File: src/rtl/transport_receive.sv
// Parses fixed-size control/audio packets from a byte stream into tagged 16-bit words.
// All outputs registered: one cycle after the sampled byte; no backpressure, every data_valid must be taken.
module transport_receive #(
  parameter int PACKET_SIZE = 16,
  parameter int TIMEOUT     = 64
) (
  input  logic        clk,
  input  logic        reset,
  input  logic [7:0]  byte_in,
  input  logic        byte_valid,
  output logic [1:0]  cmd_out,
  output logic [15:0] data_out,
  output logic        data_valid,
  output logic        pkt_done,
  output logic        bad_header,
  output logic        bad_trailer,
  output logic        timeout_err,
  output logic [7:0]  pkt_count
);

  localparam int CW = $clog2(PACKET_SIZE + 1);
  localparam int GW = $clog2(TIMEOUT + 1);

  localparam logic [CW-1:0] DISCARD_LEN = CW'(PACKET_SIZE - 1);
  localparam logic [CW-1:0] PAD_LEN     = CW'(PACKET_SIZE - 3);
  localparam logic [CW-1:0] NUM_SAMPLES = CW'((PACKET_SIZE - 2) / 2);
  localparam logic [CW-1:0] ONE         = CW'(1);
  localparam logic [GW-1:0] GAP_LAST    = GW'(TIMEOUT - 1);

  localparam logic [7:0] HDR_CTRL  = 8'h40;
  localparam logic [7:0] HDR_AUDIO = 8'h81;
  localparam logic [7:0] TRAILER   = 8'hFF;

  localparam logic [1:0] TAG_CTRL  = 2'b01;
  localparam logic [1:0] TAG_AUDIO = 2'b10;

  typedef enum logic [2:0] {
    IDLE,
    CTRL_HI,
    CTRL_LO,
    CTRL_PAD,
    AUD_HI,
    AUD_LO,
    AUD_TRAIL,
    DISCARD
  } stateType;

  stateType      state, stateNext;
  logic [CW-1:0] remaining, remainingNext;
  logic [CW-1:0] sampleCnt, sampleCntNext;
  logic [GW-1:0] gapCnt, gapCntNext;
  logic [7:0]    hiByte, hiByteNext;

  logic [1:0]    cmdNext;
  logic [15:0]   dataNext;
  logic          dataValidNext;
  logic          pktDoneNext;
  logic          badHeaderNext;
  logic          badTrailerNext;
  logic          timeoutNext;
  logic [7:0]    pktCountNext;

  always_ff @(posedge clk) begin
    if (reset) begin
      state       <= IDLE;
      remaining   <= '0;
      sampleCnt   <= '0;
      gapCnt      <= '0;
      hiByte      <= '0;
      cmd_out     <= '0;
      data_out    <= '0;
      data_valid  <= 1'b0;
      pkt_done    <= 1'b0;
      bad_header  <= 1'b0;
      bad_trailer <= 1'b0;
      timeout_err <= 1'b0;
      pkt_count   <= '0;
    end else begin
      state       <= stateNext;
      remaining   <= remainingNext;
      sampleCnt   <= sampleCntNext;
      gapCnt      <= gapCntNext;
      hiByte      <= hiByteNext;
      cmd_out     <= cmdNext;
      data_out    <= dataNext;
      data_valid  <= dataValidNext;
      pkt_done    <= pktDoneNext;
      bad_header  <= badHeaderNext;
      bad_trailer <= badTrailerNext;
      timeout_err <= timeoutNext;
      pkt_count   <= pktCountNext;
    end
  end

  always_comb begin
    stateNext      = state;
    remainingNext  = remaining;
    sampleCntNext  = sampleCnt;
    gapCntNext     = gapCnt;
    hiByteNext     = hiByte;
    cmdNext        = cmd_out;
    dataNext       = data_out;
    dataValidNext  = 1'b0;
    pktDoneNext    = 1'b0;
    badHeaderNext  = 1'b0;
    badTrailerNext = 1'b0;
    timeoutNext    = 1'b0;
    pktCountNext   = pkt_count;

    if (byte_valid) begin
      // A byte on the terminal idle cycle wins over the timeout.
      gapCntNext = '0;
      case (state)
        IDLE: begin
          sampleCntNext = '0;
          if (byte_in == HDR_CTRL) begin
            stateNext = CTRL_HI;
          end else if (byte_in == HDR_AUDIO) begin
            stateNext = AUD_HI;
          end else begin
            badHeaderNext = 1'b1;
            remainingNext = DISCARD_LEN;
            stateNext     = DISCARD;
          end
        end
        CTRL_HI: begin
          hiByteNext = byte_in;
          stateNext  = CTRL_LO;
        end
        CTRL_LO: begin
          dataNext      = {hiByte, byte_in};
          cmdNext       = TAG_CTRL;
          dataValidNext = 1'b1;
          remainingNext = PAD_LEN;
          stateNext     = CTRL_PAD;
        end
        CTRL_PAD: begin
          if (remaining <= ONE) begin
            pktDoneNext   = 1'b1;
            pktCountNext  = pkt_count + 8'd1;
            remainingNext = '0;
            stateNext     = IDLE;
          end else begin
            remainingNext = remaining - ONE;
          end
        end
        AUD_HI: begin
          hiByteNext = byte_in;
          stateNext  = AUD_LO;
        end
        AUD_LO: begin
          dataNext      = {hiByte, byte_in};
          cmdNext       = TAG_AUDIO;
          dataValidNext = 1'b1;
          sampleCntNext = sampleCnt + ONE;
          stateNext     = (sampleCnt + ONE == NUM_SAMPLES) ? AUD_TRAIL : AUD_HI;
        end
        AUD_TRAIL: begin
          if (byte_in == TRAILER) begin
            pktDoneNext  = 1'b1;
            pktCountNext = pkt_count + 8'd1;
          end else begin
            badTrailerNext = 1'b1;
          end
          sampleCntNext = '0;
          stateNext     = IDLE;
        end
        DISCARD: begin
          if (remaining <= ONE) begin
            remainingNext = '0;
            stateNext     = IDLE;
          end else begin
            remainingNext = remaining - ONE;
          end
        end
        default: stateNext = IDLE;
      endcase
    end else if (state != IDLE) begin
      if (gapCnt == GAP_LAST) begin
        timeoutNext   = 1'b1;
        stateNext     = IDLE;
        remainingNext = '0;
        sampleCntNext = '0;
        gapCntNext    = '0;
      end else begin
        gapCntNext = gapCnt + GW'(1);
      end
    end else begin
      gapCntNext = '0;
    end
  end

endmodule

File: config.mk
export PLATFORM = sky130hd
export DESIGN_NAME = transport_receive
export DESIGN_NICKNAME = d
export VERILOG_FILES = /design/src/rtl/transport_receive.sv
export SDC_FILE = /design/constraint.sdc
export NUM_CORES = 1
export LEC_CHECK = 0
export CAP_MARGIN = 20
export CORE_ASPECT_RATIO = 2
export CORE_MARGIN = 1
export CORE_UTILIZATION = 35
export CTS_BUF_LIST = sky130_fd_sc_hd__clkbuf_4 sky130_fd_sc_hd__clkbuf_8 sky130_fd_sc_hd__clkbuf_16
export CTS_CLUSTER_DIAMETER = 40
export DETAILED_ROUTE_END_ITERATION = 7
export HOLD_SLACK_MARGIN = 0.05
export PLACE_DENSITY = 0.57
export SYNTH_ARGS = -nofsm -noshare
export SYNTH_HDL_FRONTEND = slang
export SYNTH_SLANG_ARGS = --single-unit
File: constraint.sdc
create_clock -name clk -period 5.8 [get_ports clk]
set_input_delay 1.16 -clock clk [delete_from_list [all_inputs] [get_ports clk]]
set_output_delay 1.16 -clock clk [all_outputs]
set_load 0.03 [all_outputs]
# Yosys cells after proc, flatten, opt, wreduce, memory -nomap -nowiden
# Cells that the tools add are included.
# totals
mem_count	0
regBits	59
ramBits	0
wordCells	91
romBits	0
inputBits	11
latch_bits	0
# op_classes
n_lt_le_gt_ge	1
eq_ne	19
n_reduce_logical	22
n_addsub	4
bitwise_logic	4
n_shift	0
div	0
multipliers	0
muxes	28
# op_table
cell	count
5-bit two-way mux	7
3-bit case mux with 7 select lines	1
8-bit equality test, second input constant	2
8-bit two-way mux	2
8-bit case mux with 2 select lines	1
3-bit two-way mux	5
5-bit case mux with 3 select lines	1
3-bit equality test, second input constant	4
5-bit case mux with 2 select lines	1
2-bit OR reduction	5
8-bit by 1-bit adder with 8-bit output, second input constant	1
8-bit by 7-bit equality test with 1-bit output, second input constant	1
2-bit nonzero test	4
4-bit OR reduction	2
7-bit by 1-bit adder with 7-bit output, second input constant	1
7-bit by 6-bit equality test with 1-bit output, second input constant	1
3-bit by 2-bit equality test with 1-bit output, second input constant	2
1-bit two-way mux	6
3-bit by 2-bit inequality test with 1-bit output, second input constant	2
3-bit inequality test, second input constant	2
2-bit AND reduction	3
3-bit AND reduction	2
3-bit OR reduction	2
5-bit by 1-bit adder with 5-bit output, second input constant	1
other kinds (14)	19

# Longest topological paths before layout
# logic_depth
depth_word	5
ltp_mapped	7
mapped_depth_nobuf	6

# Worst setup path before layout
# No wires, ideal clock.
# synth_timing
path_type	input to register
from	in byte_valid
to	reg pkt_count[5]
setup_ps	123
path_slack_ps	3306
n_path_buf	1
t_arrival_ps	2370
cell_stages	5
path_cell_list	nand2_1 or4_1 buf_2 a21oi_2 mux2_1
# synth_between
elab_chain_len	1
# synth_rtl
element	line_no	rtl
start, declared	10	input logic byte_valid,
4-bit AND reduction (no line)	--	
end signal, assigned	91	pkt_count <= pktCountNext;
end, declared	18	output logic [7:0] pkt_count
# Every way passes these cells.
# A chain may end at the register's enable or synchronous reset.

# Final worst setup path
# layout_timing
from	in byte_valid
to	reg pkt_count[3]
# The elaborated chain is that of the path after synthesis.

==> flow_metrics.py <==
metrics = {
    "floorplan": {
        "die_x_um": 65.5,
        "chipHeight_um": 129,
        "rows": 46,
        "core_sq_um": 7890,
        "ios": 42,
        "start_util_pct": 35.8,
        "die-area_sq_um": 8460,
    },
    "setup_path": {
        "setup.worst_path.class": "input port to register",
        "cp-start-kind": "input port",
        "worstPathRequired_ns": 6.02,
        "critPathBufInv": 1,
        "end_kind": "register",
        "worst-path-max-fanout": 21,
        "cpLargestDelayFamily": "simple AND/OR/NAND/NOR gates",
        "slowest_stage": "clkdlybuf4s50_1",
        "arrival_ns": 3.70,
        "cpPeakStageDelay_ns": 0.92,
        "path_cells": "clkdlybuf4s50_1 -> nand2_1 -> or4_1 -> a21oi_2 -> mux2_1",
    },
    "grt": {
        "grt-ovfl-total": 0,
        "track_usage_pct": 17.8,
        "grt_pass1_wl_mm": 11.2,
        "grt_pass1_vias": 2259,
        "grt_start_max_net_pins": 56,
        "antenna_found_initial": 0,
    },
    "clock_network": {
        "cts-root-buf": "clkbuf_16",
        "cts_tree": "done",
        "postCtsResizedCells": 0,
        "cts_buffers": 9,
        "worst_skew_pair.late_latency_ns": 0.33,
        "path_clk_slew_ns": 0.05,
        "post_cts_buffers": 0,
        "cts_sinks": 59,
        "clock_path_buffers": 2,
        "holdBufCountCts": 0,
        "cts_htree_levels": 3,
    },
    "detailed_routing": {
        "drt_first_iter_violations": 89,
        "wl_per_cell_um": 14.8,
        "drc": 0,
        "dr.pass1.iters": 4,
        "drt-total-wl_mm": 6.63,
        "via_per_inst": 5.24,
        "num_vias": 2352,
        "postRouteAntennaNets": 0,
    },
    "yosys": {
        "syn_area_per_cell_sq_um": 9.09,
        "synth_fp_nets": 328,
        "yosysUniqueCellTypes": 57,
        "synth-main-ff-cell": "dfxtp_1",
        "ys_seq_elements": 59,
        "synthesis.area_sq_um": 2830,
        "synth_top_family_by_area": "simple AND/OR/NAND/NOR gates",
        "synthMuxAreaShare_pct": 11.2,
        "synthCells": 311,
        "synth_fa_ha_area_share_pct": 2.66,
        "synthXorXnorAreaFrac_pct": 2.17,
        "synth_compound_area_share_pct": 15.1,
        "yosys.area_share.simple_pct": 23.2,
        "synth_edf_count": 0,
        "yosysWarnings": 0,
        "synthArstFlopShare_pct": 0,
        "yosysSeqAreaShare_pct": 41.8,
    },
    "sta": {
        "rsz0062_at_grt": "false",
        "finalCritPeriodShare_pct": 60.0,
        "hold_viol": 0,
        "max_freq_mhz": 287,
        "max_slew_margin_pct": 53.3,
        "finalClockSkew_ns": 0.00696,
        "tightest_slew_ns": 0.698,
        "fin_crit_ns": 3.48,
        "setup_viol": 0,
        "setup_ws_ns": 2.32,
        "slew_viol_final": 0,
        "final.setup.tns_ns": 0,
    },
    "place": {
        "place_congestion": 0.823,
        "dp_hpwl_mm": 4.66,
        "pre_cts_slack_ns": 1.99,
        "port_buffers": 41,
    },
    "power_and_ir_drop": {
        "power_leakage_nw": 1.40,
        "pwr_density_cell_nw_per_um2": 306,
        "peakVddDrop_mv": 0.225,
    },
    "run": {
        "maxCapViolCount": 0,
    },
    "min_path": {
        "worst_hold_path_type": "register to register",
    },
    "layout": {
        "nets": 365,
        "area_growth_syn_to_layout_pct": 27.2,
        "n_antenna_cell": 0,
        "final_layout_size_suffix_gt1_share_pct": 9.63,
    },
    "run_status": {
        "run_status": "finished, final reports clean",
    },
}
[cell usage after synthesis, types with 2 or more instances]
library cell  instances  share of area, %
dfxtp_1              59                42
nor2_1               49               6.5
mux2i_1              25               8.9
nand2_1              11               1.5
nand3_1              11               1.9
clkbuf_1              9               1.2
inv_1                 9               1.2
nor2b_1               9               2.0
nor3_1                9               1.6
o21ai_0               9               1.6
a21oi_1               8               1.4
nand2b_1              7               1.5
a21oi_2               6               1.9
ha_1                  6               2.7
mux2_1                6               2.4
and2_1                4              0.89
buf_2                 4              0.71
nand4_1               4              0.89
xnor2_1               4               1.2
a22o_1                3              0.93
a311oi_1              3              0.93
buf_1                 3              0.40
nor3b_1               3              0.80
o211ai_1              3              0.80
o31ai_1               3              0.80
or3_1                 3              0.66
or4_1                 3              0.80
xor2_1                3              0.93
and3_1                2              0.44
and3b_1               2              0.62
and4_1                2              0.62
nand4b_1              2              0.62
nor4_1                2              0.44
o2111ai_1             2              0.62
[through the flow]
step | area [sq um] | util, % | std cells | hold slack (ns) | power (mW)
final | 3600 | 45.6 | 449 | 0.442 | 1.10
after global routing | 3600 | 45.6 | 449 | 0.460 | 1.15
after CTS | 3580 | 45.4 | 448 | 0.444 | 1.11
after detailed placement | 3290 | 41.7 | 432 | 0.437 | 0.589
after global placement | 3290 | 41.7 | 432 | 0.429 | 0.588
after floorplan | 2830 | - | 311 | 0.418 | 0.546
[routing by layer]
metal,vias up,GRT usage [%],part of all wire [%]
li1,1188,-,-
met1,1091,19.4,41
met2,60,30.5,51
met3,13,5.11,4.2
met4,0,9.59,3.0
met5,-,0,0
[flip-flops by register name, summed over array words and instances, names as in the netlist]
| signal | flops |
|---|---|
| data_out | 16 |
| hiByte | 8 |
| pkt_count | 8 |
| gapCnt | 7 |
| remaining | 5 |
| sampleCnt | 5 |
| state | 3 |
| cmd_out | 2 |
| bad_header | 1 |
| bad_trailer | 1 |
| data_valid | 1 |
| pkt_done | 1 |
| timeout_err | 1 |
[report_power, final]
part           internal [mW]  switching, mW  leakage [nW]
Combinational         0.0608         0.0770         0.776
Clock                  0.330          0.187         0.141
Sequential             0.423         0.0225         0.479
[cell usage in the layout, fill, tap and decap left out, drive strengths merged, types with 2 or more instances in the layout]
cell           instances
nor4                   2
clkbuf                 9
o2111ai                2
xor2                   3
clkinvlp               2
and3                   2
nand2b                 7
mux2i                 25
or4                    4
clkinv                 4
o21ai                  9
nand4b                 2
and2                   4
nand3                 11
or3                    4
a311oi                 3
nor2                  49
ha                     6
xnor2                  4
o211ai                 3
a21oi                 14
and4                   2
mux2                   6
inv                    9
nor3                   9
and3b                  2
nand2                 11
dfxtp                 59
clkdlybuf4s50         40
buf                    3
nor3b                  3
a22o                   3
o31ai                  4
nand4                  4
nor2b                  9
[final cells by class]
cell class,count,area [sq um]
fill,781,4290
timing repair buffer,43,428
tap,96,120
sequential,59,1180
multi-input combinational,226,1540
clock buffer,9,225
inverter,9,33.8
clock inverter,7,68.8
[worst paths after layout]
kind / startpoint / to / slack (ns) / depth (start not counted)
setup / recovery: byte_valid / pkt_count[3] / 2.32 / 5
hold / removal: gapCnt[6] / gapCnt[6] / 0.44 / 1
setup reg to reg: state[1] / pkt_count[3] / 3.42 / 4
hold reg to reg: gapCnt[6] / gapCnt[6] / 0.44 / 1
[cell families after synthesis]
group                      count (synthesis)
AOI/OAI and AO/OA                         55
adders and majority gates                  6
xor gates and xnor gates                   7
DFF                                       59
and+or+nand+nor                          127
buffers and inverters                     26
muxes                                     31
No activity file was read; power rests on OpenSTA's default activity.
